File: src/rtl/dtrigger_pipe.sv
// WIDTH-bit, DEPTH-stage delay line with per-stage valid bits, stall (en),
// synchronous flush (clr) and an occupancy counter of valid beats in flight.
module dtrigger_pipe #(
  parameter int               WIDTH        = 16,
  parameter int               DEPTH        = 3,
  parameter logic [WIDTH-1:0] RESET_VAL    = '0,
  parameter bit               ZERO_INVALID = 1'b0
) (
  input  logic                       clk,
  input  logic                       reset,
  input  logic [WIDTH-1:0]           d,
  input  logic                       d_valid,
  input  logic                       en,
  input  logic                       clr,
  output logic [WIDTH-1:0]           q,
  output logic                       q_valid,
  output logic [$clog2(DEPTH+1)-1:0] occ
);

  localparam int OW = $clog2(DEPTH+1);

  // Handshake: d_valid qualifies d on any edge where en=1 and clr=0. There is
  // no ready; upstream stalls by dropping en, which freezes every stage, so a
  // beat is taken exactly once and leaves exactly once.
  logic [WIDTH-1:0] stage [DEPTH];
  logic [DEPTH-1:0] vld;
  logic [OW-1:0]    occ_r;
  logic [WIDTH-1:0] d_in;

  assign d_in = (ZERO_INVALID && !d_valid) ? RESET_VAL : d;

  always_ff @(posedge clk or negedge reset) begin
    if (!reset) begin
      for (int i = 0; i < DEPTH; i++) stage[i] <= RESET_VAL;
      vld   <= '0;
      occ_r <= '0;
    end else if (clr) begin
      for (int i = 0; i < DEPTH; i++) stage[i] <= RESET_VAL;
      vld   <= '0;
      occ_r <= '0;
    end else if (en) begin
      stage[0] <= d_in;
      vld[0]   <= d_valid;
      for (int i = 1; i < DEPTH; i++) begin
        stage[i] <= stage[i-1];
        vld[i]   <= vld[i-1];
      end
      // Entry and exit on the same edge cancel, so the count stays in 0..DEPTH.
      occ_r <= occ_r + OW'(d_valid) - OW'(vld[DEPTH-1]);
    end
  end

  assign q       = stage[DEPTH-1];
  assign q_valid = vld[DEPTH-1];
  assign occ     = occ_r;

endmodule
File: config.mk
export PLATFORM = sky130hd
export DESIGN_NAME = dtrigger_pipe
export DESIGN_NICKNAME = d
export VERILOG_FILES = /design/src/rtl/dtrigger_pipe.sv
export SDC_FILE = /design/constraint.sdc
export NUM_CORES = 1
export LEC_CHECK = 0
export CORE_ASPECT_RATIO = 0.5
export CORE_UTILIZATION = 35
export DETAILED_ROUTE_END_ITERATION = 7
export PLACE_DENSITY_LB_ADDON = 0.15
export SYNTH_ARGS = -nofsm -noshare
export SYNTH_HDL_FRONTEND = slang
export SYNTH_SLANG_ARGS = --single-unit
File: constraint.sdc
create_clock -name clk -period 2.9 [get_ports clk]
set_clock_uncertainty 0.15 [all_clocks]
set_input_delay 0.87 -clock clk [delete_from_list [all_inputs] [get_ports clk]]
set_output_delay 0.87 -clock clk [all_outputs]
set_load 0.01 [all_outputs]
; ---- Word level (Yosys, flattened, before mapping)
; Cells that the tools add are included.
[totals]
register_bits = 53
inputBits = 21
wordCells = 14
output_inout_bits = 19
[op_classes]
add_sub_neg = 2
n_reduce_logical = 1
n_mux = 6
[op_table]
columns = cell, n
row1 = two-way mux 48 bit, 2
row2 = two-way mux 3 bit, 2
row3 = two-way mux 2 bit, 2
row4 = adder 2 x 1 -> 2 bit, 1
row5 = nonzero test 2 bit, 1
row6 = subtractor 2 x 1 -> 2 bit, 1

; ---- Logic depth before layout (Yosys ltp)
; Gate-level depths: netlist of run 1.
[depth]
depth_word = 4
mapped_depth = 7
mapped_depth_nobuf = 7

; ---- Worst setup path after synthesis of run 1
; Ideal clock, no wire load.
[synth_timing]
path_kind = input -> register
start = in d_valid
end = reg occ_r[1] (netlist: occ[1])
path_stages = 4
path_buffers = 0
required_time_ps = 2630
setup_ps = 120
t_arrival_ps = 1506
slack_ps = 1124
cell_sequence = ha_1 xor2_1 a21oi_1 a31o_2
[synth_via]
elab_chain_cells = 4
[synth_lines]
columns = item, line_no
row1 = from (decl), 12  ; input logic d_valid,
row2 = adder 2 x 1 -> 2 bit, 49  ; occ_r <= occ_r + OW'(d_valid) - OW'(vld[DEPTH-1]);
row3 = subtractor 2 x 1 -> 2 bit, 49
row4 = two-way mux 2 bit, 41  ; end else if (en) begin
row5 = two-way mux 2 bit, 37  ; end else if (clr) begin
row6 = to (signal assigned), 49
row7 = to (decl), 27  ; logic [OW-1:0] occ_r;
; Every way passes these cells. The select of a mux whose other input is x is not followed.
; A chain may end at the register's enable or synchronous reset.

; ---- Worst setup path after layout of run 1
[layout_timing]
start = reg stage, in the netlist q[11]
end = out q[11]
[layout_rtl]
columns = item, line_no
row1 = from (decl), 25  ; logic [WIDTH-1:0] stage [DEPTH];
row2 = "from (signal, indexed assignment)", 45  ; stage[i] <= stage[i-1];
row3 = to (decl), 15  ; output logic [WIDTH-1:0] q,
; No word-level cell between the ends.

==> run_results.csv, run 1 <==
group,metric,value,unit
grt,grt_remaining_overflow,0,
worst_setup_path,required,1.88,ns
floorplanning,rows,20,
power_and_ir_drop,finalPower,0.001530,W
timing,rsz0062_at_grt,"false",
placement,placed_cell_area,2628,um2
run,drv_cap,0,
floorplanning,coreArea,6256,um2
worst_setup_path,worst-setup-path-type,"reg2out",
final_layout,regArea,1326,um2
yosys,avgSynthCellArea,12.05,um2
drt,viasPerCell,4.418,
worst_setup_path,reg2reg_depth,6,
timing,slew_headroom,0.5612,
clock_tree,postCtsSetupBuffers,0,
timing,finalCritPeriodShare,0.7693,
floorplanning,die_h,59.80,um
final_layout,fin_nets,238,
worst_setup_path,crit_path_max_fanout,2,
yosys,yosysSeqAreaShare,0.5671,
floorplanning,die_w,117.6,um
yosys,synth_warnings,0,
drt,drtIter0Drc,50,
timing,hold_viol_final,0,
grt,grt_pass1_wl,6403,um
worst_hold_path,worstHoldPathCells,2,
worst_setup_path,crit_family,"buffers and inverters",
grt,grt_pass1_vias,1413,
drt,drc,0,
clock_tree,cts_sinks,53,
worst_setup_path,critPathBufInv,1,
worst_setup_path,arrival,1.21,ns
grt,grtUsageTotal,0.1174,
final_layout,nFillCells,599,
clock_tree,cts_buffer_depth,2,
timing,max_freq,448.2,MHz
drt,postRouteAntennaNets,0,
power_and_ir_drop,power_density,549.3,nW/um2
timing,slew_viol_final,0,
drt,vias,1343,
final_layout,fin_cells,304,
clock_tree,cts_resized,0,
timing,finalWorstSetupSlack,0.6690,ns
worst_setup_path,slowest_delay,0.56,ns
clock_tree,holdBufCountCts,0,
timing,worst_slew_pin_slew,0.6581,ns
drt,first_pass_iters,4,
floorplanning,dieArea,7032,um2
clock_tree,clkSlewWorstSetupHoldPaths,0.06,ns
placement,portBuffers,39,
clock_tree,cts_tree,"built",
timing,fin_tns_setup,0,ns
clock_tree,root_buffer,"clkbuf_16",
placement,dp_hpwl,2352,um
clock_tree,cts_max_level,2,
yosys,yosys_register_bits,53,
timing,setup_violations,0,
grt,antenna_found_initial,0,
final_layout,diodes,0,
grt,grt_max_degree,55,
worst_setup_path,end_kind,"output port",
power_and_ir_drop,power.leakage,1.398,nW
placement,place_ws,0.5863,ns
yosys,synth_cell_types,14,
final_layout,drive_above_1_share,0.06944,
placement,dp_cells,296,
worst_setup_path,cp_slowest_cell,"clkdlybuf4s50_1",
drt,avgRoutedWirePerCell,12.03,um
worst_hold_path,hp-class,"reg2reg",
timing,fin_crit,2.231,ns
worst_setup_path,crit_chain,"clkdlybuf4s50_1",
floorplanning,io_pins,40,
yosys,syn-cell-area,2338,um2
power_and_ir_drop,vdd_drop_max,0.0002663,V
worst_setup_path,critical_path_depth,1,
final_layout,syn_to_final_growth,19.10,%
clock_tree,cts_made_buffers,5,
yosys,synth_nets,217,
final_layout,multiInputGateArea,773.2,um2
clock_tree,clk_latency,0.28,ns
placement,globalplace.congestion,0.6789,
yosys,synth_cells,194,
floorplanning,start_util,0.3738,
drt,finalWirelength,3657,um
final_layout,design_area,2785,um2
run_status,status,"completed",
worst_setup_path,crit_path_start_kind,"flip-flop",
[cell usage in the layout, fill, tap and decap left out, drive strengths merged]
master and instances:
clkdlybuf4s50 36, nand2b 1, nor2 53, a21oi 1, clkinv 1, a31o 1, xor2 1, inv 2
ha 2, buf 6, dfrtp 53, mux2i 52, clkbuf 7
[metrics by stage]
stage                     hold slack (ns)  utilization
after global placement             0.3511       0.4200
after CTS                          0.3767       0.4452
final                              0.3696       0.4452
after floorplan                    0.3359            -
after global routing               0.3871       0.4452
after detailed placement           0.3618       0.4200
[area by class of cell]
type	count	area share
multi-input cells	111	0.2776
repair buffers	42	0.1473
inverters	2	0.002695
flip-flops and latches	53	0.4762
clock inverters	1	0.001797
well taps	88	0.03953
clock buffers	7	0.05481
[power by group]
part | internal [W] | total (W) | leakage [nW] | switching (W)
Sequential | 0.000766 | 0.000781 | 0.723 | 0.0000150
Clock | 0.000365 | 0.000606 | 0.0799 | 0.000241
Combinational | 0.0000718 | 0.000143 | 0.595 | 0.0000710
[kinds of logic after synthesis]
family                   synth area share
AO/OA/AOI/OAI                    0.005884
XOR/XNOR                         0.003746
adder cells (fa/ha/maj)           0.01070
buffers and inverters              0.1022
flip-flops                         0.5671
multiplexers                       0.2226
AND/OR/NAND/NOR                   0.08775
[cells in the mapped netlist, drive strengths merged]
master	instances	area [um2]
nor2	53	198.9
buf	24	216.5
mux2i	52	520.5
a21oi	1	5.000
clkbuf	4	15.01
inv	2	7.510
a31o	1	8.760
xor2	1	8.760
dfrtp	53	1326
ha	2	25.02
nand2b	1	6.260
[sequential cells by signal (all words and copies together) (netlist names)]
register  flops
stage        32
q            16
vld           3
occ           2
[path summary, 6_finish.rpt]
path	start	end	slack [ns]
worst max register to register	vld[2]	occ[1]	1.22
max in group asynchronous	reset	stage[20]	1.61
worst min-delay path	stage[26]	stage[26]	0.37
worst min register to register	stage[26]	stage[26]	0.37
min in group asynchronous	reset	q[10]	0.54
worst max-delay path	q[11]	q[11]	0.67
[metal layers]
| metal | GRT usage | share of wire | routed length (um) | vias to the layer above |
|---|---|---|---|---|
| met2 | 0.2037 | 0.45 | 1658 | 20 |
| met4 | 0.03297 | 0 | 0 | 0 |
| li1 | - | - | - | 662 |
| met1 | 0.1451 | 0.51 | 1862 | 661 |
| met5 | 0 | 0 | 0 | - |
| met3 | 0.03626 | 0.037 | 136 | 0 |
(Power assumes the default switching activity.)
==> inputs of run 2 (changes only) <==
Clock period 2.9 ns to 2.04 ns, I/O delays scaled along.
==> run 2 against run 1 <==
- final area up 0.54%
- sequential share of layout area down 0.26 points
- clock power up 33%
- first-iteration DRC count up 10%
- final cell count up 0.33%
- sequential power up 42%
- hold slack worse by 0.24 ns
- largest cell class unchanged
==> run_results.csv, run 2 (synthesis gave the netlist of run 1 again) <==
group,metric,value,unit
run_status,status,"completed",
drt,vias,1346,
placement,dp_hpwl,2452,um
floorplanning,coreArea,6256,um2
final_layout,diodes,0,
worst_setup_path,reg2reg_depth,6,
worst_setup_path,arrival,1.20,ns
worst_hold_path,hp-class,"in2async",
final_layout,multiInputGateArea,773.2,um2
power_and_ir_drop,vdd_drop_max,0.0003177,V
grt,antenna_found_initial,0,
placement,placed_cell_area,2660,um2
final_layout,drive_above_1_share,0.06452,
clock_tree,cts_buffer_depth,2,
final_layout,design_area,2800,um2
drt,drtIter0Drc,55,
floorplanning,rows,20,
power_and_ir_drop,finalPower,0.002124,W
placement,place_ws,0.0004667,ns
power_and_ir_drop,sw_frac_of_total,0.2216,
drt,finalWirelength,3715,um
worst_setup_path,crit_chain,"clkdlybuf4s50_1",
drt,postRouteAntennaNets,0,
timing,rsz0062_at_grt,"false",
worst_setup_path,crit_path_max_fanout,2,
floorplanning,io_pins,40,
final_layout,largest_reg_flops,32,
timing,fin_tns_setup,0,ns
worst_setup_path,cp_slowest_cell,"clkdlybuf4s50_1",
clock_tree,clkSlewWorstSetupHoldPaths,0.06,ns
timing,slew_headroom,0.6857,
final_layout,top_register,"stage",
clock_tree,clk_latency,0.28,ns
grt,grt_remaining_overflow,0,
power_and_ir_drop,p_sw,0.0004707,W
power_and_ir_drop,p_clk_frac,0.378,
power_and_ir_drop,p_int,0.001653,W
timing,max_freq,508.5,MHz
floorplanning,die_w,117.6,um
timing,fin_crit,1.967,ns
floorplanning,die_h,59.80,um
timing,hold_viol_final,0,
worst_setup_path,worst-setup-path-type,"reg2out",
floorplanning,start_util,0.3738,
grt,grt_pass1_wl,6610,um
final_layout,fin_util,0.4476,
final_layout,regArea,1326,um2
final_layout,nFillCells,581,
clock_tree,cts_tree,"built",
power_and_ir_drop,pwr-share-comb,0.099,
floorplanning,dieArea,7032,um2
placement,globalplace.congestion,0.6373,
final_layout,syn_to_final_growth,19.74,%
worst_setup_path,reg2reg_slack,0.40,ns
grt,grt_max_degree,55,
power_and_ir_drop,power.leakage,1.396,nW
power_and_ir_drop,power_density,758.5,nW/um2
clock_tree,root_buffer,"clkbuf_16",
worst_setup_path,crit_family,"buffers and inverters",
final_layout,layout_common_cells,"nor2_1, dfrtp_1, mux2i_1, clkdlybuf4s50_1, clkbuf_16",
drt,avgRoutedWirePerCell,12.18,um
worst_setup_path,worstReg2RegEnd,"occ[1]",
timing,finalCritPeriodShare,0.9641,
grt,grt_pass1_vias,1387,
worst_setup_path,reg2reg_from,"vld[2]",
clock_tree,holdBufCountCts,0,
worst_setup_path,slowest_delay,0.55,ns
clock_tree,cts_sinks,53,
timing,finalWorstSetupSlack,0.07325,ns
grt,grtUsageTotal,0.1222,
final_layout,fin_nets,239,
clock_tree,cts_max_level,2,
timing,setup_violations,0,
timing,slew_viol_final,0,
clock_tree,cts_made_buffers,5,
drt,viasPerCell,4.413,
placement,portBuffers,39,
clock_tree,cts_resized,0,
worst_setup_path,end_kind,"output port",
worst_setup_path,required,1.28,ns
drt,drc,0,
power_and_ir_drop,power_frac_seq,0.523,
drt,first_pass_iters,4,
run,drv_cap,0,
timing,worst_slew_pin_slew,0.4715,ns
worst_setup_path,crit_path_start_kind,"flip-flop",
worst_setup_path,critPathBufInv,1,
clock_tree,postCtsSetupBuffers,0,
-- run 2: area by class of cell --
type,instances,share of cell area
timing repair buffer,43,0.1582
inverter,2,0.002681
multi-input combinational,111,0.2761
tap,88,0.03932
clock inverter,1,0.002681
sequential,53,0.4736
clock buffer,7,0.04736
-- run 2: per-stage QoR --
stage,std cells,hold slack (ns)
CTS,305,0.1375
global placement,297,0.3511
detailed placement,297,0.3606
floorplan,194,0.1664
finish,305,0.1284
global route,305,0.1525
-- run 2: how the worst max path moves through the flow --
stage	start	end	slack (ns)	cells past startpoint
2_1_floorplan	occ[0]	occ[1]	0.42	7
3_3_place_gp	d_valid	occ[1]	0.04	5
3_5_place_dp	d_valid	occ[1]	0.0005	5
4_1_cts	occ[1]	occ[1]	0.06	1
5_1_grt	occ[1]	occ[1]	0.03	1
6_report	q[11]	q[11]	0.07	1
-- run 2: power by group through the flow --
stage | sequential, W | clock (W) | combinational (W)
4_1_cts | 0.00111 | 0.000842 | 0.000218
2_1_floorplan | 0.00113 | 0 | 0.000135
3_3_place_gp | 0.00113 | 0 | 0.000213
5_1_grt | 0.00111 | 0.000893 | 0.000236
3_5_place_dp | 0.00113 | 0 | 0.000217
6_report | 0.00111 | 0.000803 | 0.000211
-- run 2: layer usage --
metal,GRT usage,part of all wire,wire (um),up-vias
met5,0,0,0,-
met4,0.04396,0.011,42,0
met3,0.03912,0.047,173,5
met2,0.1995,0.45,1679,25
met1,0.1558,0.49,1820,650
li1,-,-,-,666
